File: src/rtl/rom_burst_ctrl.sv
// Purpose : burst reader over a constant ROM, word(a) = a*0x1111 + 1, one beat per cycle.
// Latency : request accepted at edge N -> first rd_valid high after edge N+2.
// Backpr. : rd_ready low holds the presented beat (data/addr/last/parity) stable; no beats lost.
//
// Ports:
//   clk, rst_n                 clock, asynchronous active-low reset
//   req_valid/req_ready        request handshake; req_addr = start address, req_len = beats-1
//   rd_valid/rd_ready          beat handshake; rd_data/rd_addr/rd_last describe the beat
//   busy                       high while a burst is being fetched or delivered
//   rd_parity                  XOR of rd_data, present only when ROM_PARITY_EN is defined
module rom_burst_ctrl #(
  parameter int ADDR_W = 4,
  parameter int DATA_W = 16,
  parameter int LEN_W  = 3
) (
  input  logic              clk,
  input  logic              rst_n,
  input  logic              req_valid,
  output logic              req_ready,
  input  logic [ADDR_W-1:0] req_addr,
  input  logic [LEN_W-1:0]  req_len,
  output logic              rd_valid,
  input  logic              rd_ready,
  output logic [DATA_W-1:0] rd_data,
  output logic [ADDR_W-1:0] rd_addr,
  output logic              rd_last,
  output logic              busy
`ifdef ROM_PARITY_EN
  ,
  output logic              rd_parity
`endif
);

  localparam int DEPTH = 1 << ADDR_W;

  typedef enum logic [1:0] {IDLE, FETCH, BEAT} state_t;

  state_t            state;
  logic [ADDR_W-1:0] cur_addr;
  logic [LEN_W-1:0]  remaining;

  // Constant ROM, fully determined at elaboration.
  logic [DATA_W-1:0] rom [DEPTH];
  for (genvar g = 0; g < DEPTH; g++) begin : g_rom
    assign rom[g] = DATA_W'(64'(g) * 64'h1111 + 64'd1);
  end

  // Address of the word loaded into the output registers on this edge:
  // the latched start address in FETCH, the successor (wrapping) in BEAT.
  logic [ADDR_W-1:0] next_addr;
  logic [ADDR_W-1:0] load_addr;
  logic [DATA_W-1:0] load_word;

  always_comb begin
    next_addr = cur_addr + ADDR_W'(1);
    load_addr = (state == FETCH) ? cur_addr : next_addr;
    load_word = rom[load_addr];
  end

  always_ff @(posedge clk or negedge rst_n) begin
    if (!rst_n) begin
      state     <= IDLE;
      cur_addr  <= '0;
      remaining <= '0;
      req_ready <= 1'b1;
      rd_valid  <= 1'b0;
      rd_data   <= '0;
      rd_addr   <= '0;
      rd_last   <= 1'b0;
      busy      <= 1'b0;
`ifdef ROM_PARITY_EN
      rd_parity <= 1'b0;
`endif
    end else begin
      case (state)
        IDLE: begin
          if (req_valid && req_ready) begin
            cur_addr  <= req_addr;
            remaining <= req_len;
            req_ready <= 1'b0;
            busy      <= 1'b1;
            state     <= FETCH;
          end
        end

        FETCH: begin
          rd_data <= load_word;
          rd_addr <= load_addr;
          rd_last <= (remaining == '0);
`ifdef ROM_PARITY_EN
          rd_parity <= ^load_word;
`endif
          state   <= BEAT;
        end

        BEAT: begin
          if (!rd_valid) begin
            // First BEAT cycle: output registers were loaded by FETCH on the
            // previous edge; offer them now, giving the two-edge request latency.
            rd_valid <= 1'b1;
          end else if (rd_ready) begin
            if (rd_last) begin
              // Ready only rises after this edge, so no accept can coincide
              // with the final beat.
              rd_valid  <= 1'b0;
              rd_last   <= 1'b0;
              busy      <= 1'b0;
              req_ready <= 1'b1;
              state     <= IDLE;
            end else begin
              cur_addr  <= next_addr;
              remaining <= remaining - LEN_W'(1);
              rd_data   <= load_word;
              rd_addr   <= load_addr;
              rd_last   <= (remaining == LEN_W'(1));
`ifdef ROM_PARITY_EN
              rd_parity <= ^load_word;
`endif
            end
          end
        end

        default: state <= IDLE;
      endcase
    end
  end

endmodule

File: config.mk
export PLATFORM = sky130hd
export DESIGN_NAME = rom_burst_ctrl
export DESIGN_NICKNAME = d
export VERILOG_FILES = /design/src/rtl/rom_burst_ctrl.sv
export SDC_FILE = /design/constraint.sdc
export NUM_CORES = 1
export LEC_CHECK = 0
export CELL_PAD_IN_SITES_DETAIL_PLACEMENT = 1
export CELL_PAD_IN_SITES_GLOBAL_PLACEMENT = 2
export CORE_MARGIN = 2
export CORE_UTILIZATION = 29
export CTS_CLUSTER_DIAMETER = 120
export DETAILED_ROUTE_END_ITERATION = 8
export GPL_ROUTABILITY_DRIVEN = 0
export PLACE_DENSITY = 0.89
export SLEW_MARGIN = 20
export SYNTH_ARGS = -nofsm -noshare
export SYNTH_HDL_FRONTEND = slang
export SYNTH_SLANG_ARGS = --single-unit
File: constraint.sdc
create_clock -name clk -period 2.3 [get_ports clk]
set_clock_uncertainty 0.05 [all_clocks]
set_input_delay 0.46 -clock clk [delete_from_list [all_inputs] [get_ports clk]]
set_output_delay 0.46 -clock clk [all_outputs]
set_load 0.02 [all_outputs]
==> key figures, run 1 <==
GRT
  – Wire length of the first global-routing pass: 5.88 mm
  – Initial antenna violation count: 0
  – GRT Total Usage: 13.9%
  – Number of global-route vias before repair: 1245
  – Largest net degree at the start of global routing: 26
  – Grt ovf: 0

Clock tree
  – Clk_lat worst skew: 0.27 ns
  – CTS tree: done
  – Root buffer cell: clkbuf_8
  – CTS Buf Count: 3
  – Clock Path Buffers: 2
  – Hold Buf Count CTS: 0
  – TritonCTS Sinks: 25
  – CTS H-tree depth: 1
  – Post-cts sizing count: 0
  – Worst-path clk slew: 0.09 ns
  – Postcts setup bufs: 0

Floorplan
  – Core area: 4720 µm²
  – Chip width: 74.0 µm
  – Die height: 74.0 µm
  – Rows: 25
  – # IOs: 35
  – Initial Util: 30.1%
  – Die footprint: 5480 µm²

Timing
  – Setup_tns: 0 ns
  – RSZ-0062 raised after global routing: no
  – Slew HR: 66.9%
  – Final hold vios: 0
  – Setup-failing EPs final: 0
  – Hold_ws: 0.435 ns
  – Tcrit/Tclk final: 84.2%
  – Peak Freq: 0.516 GHz
  – Worst Tran Pin Value: 0.497 ns
  – Minimum clock period: 1.94 ns
  – Final-report max-slew violation count: 0

Yosys
  – Synthesized net count: 169
  – Post-synthesis simple-gate area fraction: 19.5%
  – XOR/XNOR share of the synthesized area: 1.23%
  – Largest family of logic cells by synthesized area: simple AND/OR/NAND/NOR gates
  – Mux cell area share after synthesis: 2.11%
  – Register area share after synthesis: 44.1%
  – Number of synthesized register bits: 25
  – Compound-Gate Fraction of Synth Area: 18.8%
  – Synth unique cells: 42
  – Adder-cell area share of the yosys netlist: 4.40%
  – Synthesis warning total: 0
  – Syn_area_per_cell: 9.29 µm²
  – Cell count after synthesis: 153
  – Mapped cell area: 1420 µm²

Pwr
  – Pwr/cell area: 1500 nW/µm²
  – Maximum vdd drop: 551 µV
  – Pleak: 0.780 nW
  – Pwr Total: 0.00273 W

Worst setup path
  – Crit path max fanout: 3
  – R2r endpoint: rd_data[2]$_DFFE_PN0P_
  – Critical Path RT: 1.79 ns
  – Slowest stage delay, CP: 0.60 ns
  – Crit-path cells: clkdlybuf4s50_1
  – Bufs and invs on worst path: 1
  – CP max stage cell: clkdlybuf4s50_1
  – CP Capture Type: output port
  – Worst path arrival time: 1.43 ns
  – Top Family by Delay on Critical Path: buffers and inverters
  – CP Launch Point: req_ready$_DFFE_PN1P_
  – R2r setup slk: 0.47 ns
  – RR Startpoint: cur_addr[0]$_DFFE_PN0P_
  – Startpoint types: flip-flop
  – R2R depth: 6
  – Crit Path Class: flip-flop to output port

Cells and area
  – Reg area: 627 µm²
  – Fill count: 554
  – Nets: 198
  – Most frequent cells in the layout: clkdlybuf4s50_1, dfrtp_1, nand2_1, nor2_1, a21oi_1
  – Number of inserted diodes: 0
  – Layout cell share with drive strength beyond 1: 8.84%
  – Area growth, synth to finish: 27.7%
  – Commonest non-fill, non-tap cell in the layout: clkdlybuf4s50_1
  – Multi-input logic area: 656 µm²

Worst hold path
  – Worst min-delay path class: flip-flop to flip-flop
  – Hold EP: rd_data[1]$_DFFE_PN0P_
  – HP Start: rd_data[1]$_DFFE_PN0P_
  – Min-Delay Path Depth: 2

Routing
  – Antenna-violating nets left: 0
  – Post-Route WL: 3.31 mm
  – Vias: 1167
  – Post-route DRC violation count: 0
  – DR pass1 iterations: 3
  – Routed len/inst: 13.4 µm
  – Post-DR vias/cell: 4.71
  – Initial DRC Count: 45

Flow run
  – Max-Cap Viols: 0

Placement
  – Hpwl dp: 2.56 mm
  – Port Buffer Count: 34

Status
  – Outcome: finished, final reports clean
[through the flow]
stage | setup WS (ns) | utilization [%] | cell area, µm² | instances
after global placement | 0.279 | 37.5 | 1770 | 244
after global routing | 0.298 | 38.4 | 1820 | 248
final | 0.364 | 38.4 | 1820 | 248
after detailed placement | 0.234 | 37.5 | 1770 | 244
after CTS | 0.349 | 38.4 | 1820 | 248
after floorplan | 0.561 | - | 1420 | 153
[worst max-delay path by stage]
stage | to | slack, ns | cells past startpoint
6_report | req_ready | 0.36 | 1
5_1_grt | rd_data[14]$_DFFE_PN0P_ | 0.30 | 6
4_1_cts | req_ready | 0.35 | 1
3_5_place_dp | cur_addr[2]$_DFFE_PN0P_ | 0.23 | 5
3_3_place_gp | rd_data[0]$_DFFE_PN0P_ | 0.28 | 5
2_1_floorplan | rd_data[2]$_DFFE_PN0P_ | 0.56 | 7
[logic make-up after synthesis]
| logic type | after synthesis |
|---|---|
| adder cells (fa/ha/maj) | 5 |
| buffers and inverters | 22 |
| XOR/XNOR | 2 |
| AO/OA/AOI/OAI | 40 |
| flip-flops | 25 |
| AND/OR/NAND/NOR | 56 |
| multiplexers | 3 |
[flip-flops by register name (all words and copies together) (netlist names)]
signal	count
rd_addr	4
rd_valid	1
remaining	3
rd_data	8
rd_last	1
cur_addr	4
state	2
busy	1
req_ready	1
[final cells by class]
| cell class | instances | share of cell area [%] |
|---|---|---|
| Clock buffer | 4 | 2.48 |
| Tap cell | 67 | 4.62 |
| Sequential cell | 25 | 34.5 |
| Inverter | 7 | 1.45 |
| Timing Repair Buffer | 39 | 20.8 |
| Multi-Input combinational cell | 106 | 36.1 |
[worst register-to-register path: stages, from the launching register on]
cell	delay [ns]
dfrtp_1	0.49
ha_1	0.38
mux2i_1	0.18
inv_1	0.07
ha_1	0.21
o21a_1	0.14
o31ai_1	0.22
[synthesized netlist by cell type]
cell type	n	share of area, %
a211oi_1	1	0.53
a21boi_0	1	0.53
a21o_1	2	1.1
a21o_4	1	1.1
a21oi_1	12	4.2
a21oi_2	1	0.62
a22o_1	1	0.62
a31oi_1	4	1.8
and3_1	1	0.44
and3_2	1	0.53
and4_1	1	0.62
and4b_1	1	0.70
buf_2	3	1.1
buf_4	8	4.2
buf_6	3	2.4
clkbuf_1	1	0.26
dfrtp_1	24	42
dfstp_2	1	1.8
ha_1	5	4.4
inv_1	7	1.8
mux2i_1	3	2.1
nand2_1	20	5.3
nand2b_1	4	1.8
nand3_1	2	0.70
nand3_2	1	0.70
nor2_1	17	4.5
nor2b_1	1	0.44
nor2b_2	1	0.62
nor3_1	2	0.70
nor4_1	1	0.44
nor4bb_1	1	0.70
o211ai_1	1	0.53
o21a_1	5	2.6
o21ai_0	3	1.1
o21ai_1	2	0.70
o22ai_1	1	0.44
o31ai_1	3	1.6
o31ai_2	1	0.88
o41ai_1	1	0.62
or3b_1	1	0.62
or4_4	1	0.79
xnor2_1	2	1.2
[metal layers]
layer | share of wire (%) | GRT usage, %
met5 | 0 | 0
met4 | 1.5 | 4.85
met3 | 4.9 | 2.57
met2 | 50 | 25.1
met1 | 43 | 16.5
[where the power goes]
| part | switching, W | total, W | internal (W) |
|---|---|---|---|
| clock network | 0.000145 | 0.000269 | 0.000124 |
| logic | 0.000871 | 0.00161 | 0.000741 |
| registers | 0.000196 | 0.000847 | 0.000651 |
(Power assumes the default switching activity.)
==> inputs of run 2 (changes only) <==
- clock period: 2.3 -> 1.82 ns (I/O delays scaled with it)
==> key figures, run 2 (synthesized netlist as in run 1, its figures left out) <==
Cells and area
  – Fill count: 567 (was 554)
  – Commonest non-fill, non-tap cell in the layout: clkdlybuf4s50_1 (unchanged)
  – Top Registers: rd_data (8), cur_addr (4), rd_addr (4) (unchanged)
  – Area growth, synth to finish: 34.2% (was 27.7%)
  – Reg area: 627 µm² (unchanged)
  – Post-Layout Cell Count: 258 (was 248)
  – Number of inserted diodes: 0 (unchanged)
  – Nets: 208 (was 198)
  – Layout cell share with drive strength beyond 1: 15.2% (was 8.84%)
  – Max reg flops: 8 (unchanged)
  – Most frequent cells in the layout: clkdlybuf4s50_1, dfrtp_1, nand2_1, nor2_1, buf_4 (was clkdlybuf4s50_1, dfrtp_1, nand2_1, nor2_1, a21oi_1)
  – Multi-input logic area: 672 µm² (was 656 µm²)
  – Top reg by flops: rd_data (unchanged)

Floorplan
  – Die footprint: 5480 µm² (unchanged)
  – Core area: 4720 µm² (unchanged)
  – # IOs: 35 (unchanged)
  – Initial Util: 30.1% (unchanged)
  – Rows: 25 (unchanged)
  – Die height: 74.0 µm (unchanged)
  – Chip width: 74.0 µm (unchanged)

Placement
  – Port Buffer Count: 34 (unchanged)
  – Placed cell count: 254 (was 244)
  – Hpwl dp: 2.71 mm (was 2.56 mm)
  – Pre-CTS setup slack: -0.126 ns (was 0.234 ns)

Worst setup path
  – Crit Path Class: flip-flop to output port (unchanged)
  – Slowest stage delay, CP: 0.64 ns (was 0.60 ns)
  – Crit-path cells: clkdlybuf4s50_1 (unchanged)
  – R2r setup slk: 0.11 ns (was 0.47 ns)
  – CP max stage cell: clkdlybuf4s50_1 (unchanged)
  – CP Capture Type: output port (unchanged)
  – Critical Path RT: 1.41 ns (was 1.79 ns)
  – Crit path max fanout: 5 (was 3)
  – Bufs and invs on worst path: 1 (unchanged)
  – Worst path arrival time: 1.34 ns (was 1.43 ns)
  – Startpoint types: flip-flop (unchanged)
  – Top Family by Delay on Critical Path: buffers and inverters (unchanged)

Routing
  – Vias: 1231 (was 1167)
  – DR pass1 iterations: 4 (was 3)
  – Post-route DRC violation count: 0 (unchanged)
  – Initial DRC Count: 52 (was 45)
  – Post-DR vias/cell: 4.77 (was 4.71)
  – Antenna-violating nets left: 0 (unchanged)
  – Post-Route WL: 3.47 mm (was 3.31 mm)
  – Routed len/inst: 13.4 µm (about the same)

Pwr
  – Pint: 0.00201 W (was 0.00152 W)
  – Sw frac: 43.9% (was 44.4%)
  – Comb pwr share: 61.8% (was 59.1%)
  – Pleak: 0.838 nW (was 0.780 nW)
  – Net switching power: 0.00158 W (was 0.00121 W)
  – Clock power frac: 9.4% (was 9.9%)
  – Reg power frac: 28.8% (was 31.0%)
  – Maximum vdd drop: 771 µV (was 551 µV)
  – Pwr/cell area: 1880 nW/µm² (was 1500 nW/µm²)

Timing
  – Tcrit/Tclk final: 96.5%
  – Setup-failing EPs final: 0 (unchanged)
  – Peak Freq: 0.569 GHz
  – Minimum clock period: 1.76 ns
  – Worst Tran Pin Value: 0.555 ns (was 0.497 ns)
  – Final-report max-slew violation count: 0 (unchanged)
  – Slew HR: 63.0% (was 66.9%)
  – RSZ-0062 raised after global routing: yes (was no)
  – Setup WS post-layout: 0.0640 ns (was 0.364 ns)
  – Final hold vios: 0 (unchanged)

Clock tree
  – CTS H-tree depth: 1 (unchanged)
  – CTS Buf Count: 3 (unchanged)
  – Worst-path clk slew: 0.08 ns (was 0.09 ns)
  – Clk_lat worst skew: 0.28 ns (was 0.27 ns)
  – Root buffer cell: clkbuf_8 (unchanged)
  – Clock Path Buffers: 2 (unchanged)
  – CTS tree: done (unchanged)
  – TritonCTS Sinks: 25 (unchanged)

GRT
  – Grt ovf: 0 (unchanged)
  – Initial antenna violation count: 0 (unchanged)
  – Largest net degree at the start of global routing: 26 (unchanged)
  – Wire length of the first global-routing pass: 6.38 mm (was 5.88 mm)
  – GRT Total Usage: 14.9% (was 13.9%)
  – Number of global-route vias before repair: 1337 (was 1245)

Worst hold path
  – Worst min-delay path class: input pin to asynchronous set/reset pin (was flip-flop to flip-flop)

Flow run
  – Max-Cap Viols: 0 (unchanged)

Status
  – Outcome: finished, final reports clean (unchanged)
## run 2: what timing repair did
action,in CTS,in global routing
endpoints found under the setup margin,1,5
gates resized for setup,1,3
hold buffers,0,0
hold endpoints to repair,0,0
setup buffers,0,0
pin swaps,0,1
## run 2: path summary, 6_finish.rpt
check,from,to,depth (start not counted)
worst max register to register,cur_addr[0]$_DFFE_PN0P_,rd_data[13]$_DFFE_PN0P_,4
max in group asynchronous,rst_n,req_ready$_DFFE_PN1P_,2
worst min register to register,rd_data[1]$_DFFE_PN0P_,rd_data[1]$_DFFE_PN0P_,2
min in group clk,rd_data[1]$_DFFE_PN0P_,rd_data[1]$_DFFE_PN0P_,2
worst min-delay path,rst_n,rd_data[1]$_DFFE_PN0P_,2
worst max-delay path,rd_last$_DFFE_PN0P_,rd_last,1
## run 2: stage by stage
step | instance area (µm²) | hold slack, ns | power (W) | utilization [%] | TNS, ns
2_1_floorplan | 1420 | 0.0184 | 0.00243 | - | 0
3_3_place_gp | 1850 | 0.407 | 0.00317 | 39.1 | -0.130
3_5_place_dp | 1850 | 0.415 | 0.00326 | 39.1 | -0.975
4_1_cts | 1890 | 0.420 | 0.00361 | 40.0 | 0
5_1_grt | 1910 | 0.431 | 0.00394 | 40.4 | -0.0685
6_report | 1910 | 0.411 | 0.00359 | 40.4 | 0
## run 2: routing by layer
metal	routed length [µm]	global-route usage (%)
met5	0	0
met4	60	5.45
met3	115	1.63
met2	1750	25.5
met1	1540	19.5
## run 2: power by group through the flow
| stage | sequential (W) | combinational, W | clock (W) |
|---|---|---|---|
| final | 0.00103 | 0.00222 | 0.000337 |
| after global routing | 0.00109 | 0.00247 | 0.000378 |
| after CTS | 0.00104 | 0.00221 | 0.000359 |
| after detailed placement | 0.00105 | 0.00221 | 0 |
| after global placement | 0.00103 | 0.00214 | 0 |
| after floorplan | 0.00123 | 0.00120 | 0 |
## run 2: final cells by class
| type | instances | area share (%) |
|---|---|---|
| clock buffer | 3 | 2.17 |
| clock inverter | 1 | 0.262 |
| inverter | 7 | 1.38 |
| multi-input combinational | 106 | 35.2 |
| sequential | 25 | 32.9 |
| tap | 67 | 4.40 |
| timing repair buffer | 49 | 23.7 |
==> inputs of run 3 (changes only) <==
- PLACE_DENSITY: 0.89 -> 0.9
==> key figures, run 3 (synthesized netlist as in run 1, its figures left out) <==
Routing
  – Antenna-violating nets left: 0 (unchanged)
  – Routed len/inst: 13.4 µm (about the same)
  – Initial DRC Count: 34 (was 52)
  – Post-route DRC violation count: 0 (unchanged)
  – Vias: 1222 (was 1231)
  – Post-Route WL: 3.50 mm (was 3.47 mm)
  – DR pass1 iterations: 4 (unchanged)
  – Post-DR vias/cell: 4.70 (was 4.77)

GRT
  – Initial antenna violation count: 0 (unchanged)
  – Largest net degree at the start of global routing: 26 (unchanged)
  – GRT Total Usage: 13.7% (was 14.9%)
  – Wire length of the first global-routing pass: 5.79 mm (was 6.38 mm)
  – Number of global-route vias before repair: 1237 (was 1337)
  – Grt ovf: 0 (unchanged)

Cells and area
  – Multi-input logic area: 673 µm² (was 672 µm²)
  – Top reg by flops: rd_data (unchanged)
  – Nets: 210 (was 208)
  – Post-Layout Cell Count: 260 (was 258)
  – Most frequent cells in the layout: clkdlybuf4s50_1, dfrtp_1, nand2_1, nor2_1, buf_4 (unchanged)
  – Max reg flops: 8 (unchanged)
  – Top Registers: rd_data (8), cur_addr (4), rd_addr (4) (unchanged)
  – Layout cell share with drive strength beyond 1: 16.1% (was 15.2%)
  – Post-route cell area: 1930 µm² (was 1910 µm²)
  – Area growth, synth to finish: 35.5% (was 34.2%)
  – Reg area: 628 µm² (was 627 µm²)
  – Fill count: 546 (was 567)
  – Number of inserted diodes: 0 (unchanged)
  – Commonest non-fill, non-tap cell in the layout: clkdlybuf4s50_1 (unchanged)

Clock tree
  – Clock Path Buffers: 2 (unchanged)
  – CTS H-tree depth: 1 (unchanged)
  – Worst-path clk slew: 0.09 ns (was 0.08 ns)
  – CTS tree: done (unchanged)
  – CTS Buf Count: 3 (unchanged)
  – Root buffer cell: clkbuf_8 (unchanged)
  – Clk_lat worst skew: 0.27 ns (was 0.28 ns)
  – TritonCTS Sinks: 25 (unchanged)

Flow run
  – Max-Cap Viols: 0 (unchanged)

Pwr
  – Sw frac: 43.5% (was 43.9%)
  – Comb pwr share: 62.2% (was 61.8%)
  – Maximum vdd drop: 578 µV (was 771 µV)
  – Net switching power: 0.00158 W (about the same)
  – Clock power frac: 9.2% (was 9.4%)
  – Pwr/cell area: 1880 nW/µm² (about the same)
  – Pleak: 0.861 nW (was 0.838 nW)
  – Pint: 0.00205 W (was 0.00201 W)
  – Reg power frac: 28.7% (was 28.8%)

Worst setup path
  – CP Capture Type: flip-flop (was output port)
  – Critical Path RT: 1.94 ns (was 1.41 ns)
  – Crit Path Class: flip-flop to flip-flop (was flip-flop to output port)
  – Crit path max fanout: 6 (was 5)
  – Startpoint types: flip-flop (unchanged)
  – Worst path arrival time: 1.83 ns (was 1.34 ns)

Floorplan
  – Rows: 25 (unchanged)
  – Initial Util: 30.1% (unchanged)
  – Chip width: 74.0 µm (unchanged)
  – Core area: 4720 µm² (unchanged)
  – Die footprint: 5480 µm² (unchanged)
  – # IOs: 35 (unchanged)
  – Die height: 74.0 µm (unchanged)

Placement
  – Placed inst area: 1860 µm² (was 1850 µm²)
  – Port Buffer Count: 34 (unchanged)
  – Hpwl dp: 2.69 mm (was 2.71 mm)
  – Placed cell count: 256 (was 254)

Timing
  – Setup-failing EPs final: 0 (unchanged)
  – Final-report max-slew violation count: 0 (unchanged)
  – Setup_tns: 0 ns (unchanged)
  – Minimum clock period: 1.71 ns (was 1.76 ns)
  – RSZ-0062 raised after global routing: no (was yes)
  – Peak Freq: 0.585 GHz (was 0.569 GHz)
  – Final hold vios: 0 (unchanged)
  – Worst Tran Pin Value: 0.556 ns (was 0.555 ns)
  – Tcrit/Tclk final: 93.9% (was 96.5%)
  – Slew HR: 62.9% (was 63.0%)

Worst hold path
  – Worst min-delay path class: input pin to asynchronous set/reset pin (unchanged)

Status
  – Outcome: finished, final reports clean (unchanged)
run 3: final timing paths:
kind                                         from                 endpoint  slack, ns  cells past startpoint
setup / recovery             state[1]$_DFFE_PN0P_  rd_data[14]$_DFFE_PN0P_       0.11                      5
hold / removal                              rst_n     state[0]$_DFFE_PN0P_       0.42                      2
setup reg to reg             state[1]$_DFFE_PN0P_  rd_data[14]$_DFFE_PN0P_       0.11                      5
hold reg to reg            rd_data[1]$_DFFE_PN0P_   rd_data[1]$_DFFE_PN0P_       0.43                      2
max in group asynchronous                   rst_n    req_ready$_DFFE_PN1P_       1.01                      2
min in group clk           rd_data[1]$_DFFE_PN0P_   rd_data[1]$_DFFE_PN0P_       0.43                      2
run 3: layer usage:
metal  share of wire [%]  global-route usage [%]  up-vias
met5                   0                       0        -
met4                 1.1                    3.03        0
met2                  50                    24.0       36
met3                 4.4                    2.98        4
met1                  44                    17.3      580
li1                    -                       -      602
run 3: area by class of cell:
| class | instances | share of cell area [%] |
|---|---|---|
| timing repair buffer | 51 | 24.4 |
| sequential | 25 | 32.6 |
| multi-input combinational | 106 | 35.0 |
| clock buffer | 4 | 2.34 |
| inverter | 7 | 1.36 |
| tap | 67 | 4.35 |
run 3: per-stage QoR:
step	util, %	hold slack (ns)	total power (W)	worst slack [ns]
floorplan	-	0.0184	0.00243	0.0810
global placement	39.4	0.408	0.00323	-0.0924
detailed placement	39.4	0.412	0.00330	-0.0828
CTS	40.3	0.431	0.00364	0.0581
global route	40.8	0.445	0.00396	0.00177
finish	40.8	0.420	0.00363	0.111
run 3: critical path, stage by stage, from the launching register on:
cell	delay, ns
dfrtp_2	0.47
nand2b_1	0.22
buf_4	0.17
a21boi_0	0.33
nor2_1	0.12
o31ai_1	0.24
run 3: power groups by stage:
stage	sequential [W]	combinational [W]	clock (W)
floorplan	0.00123	0.00120	0
global placement	0.00104	0.00219	0
detailed placement	0.00105	0.00225	0
CTS	0.00104	0.00226	0.000344
global route	0.00109	0.00249	0.000372
finish	0.00104	0.00225	0.000333
run 3: timing repair:
action	in CTS	in global routing
resized for setup	1	5
setup buffers	0	0
endpoints found under the setup margin	1	2
hold buffers	0	0
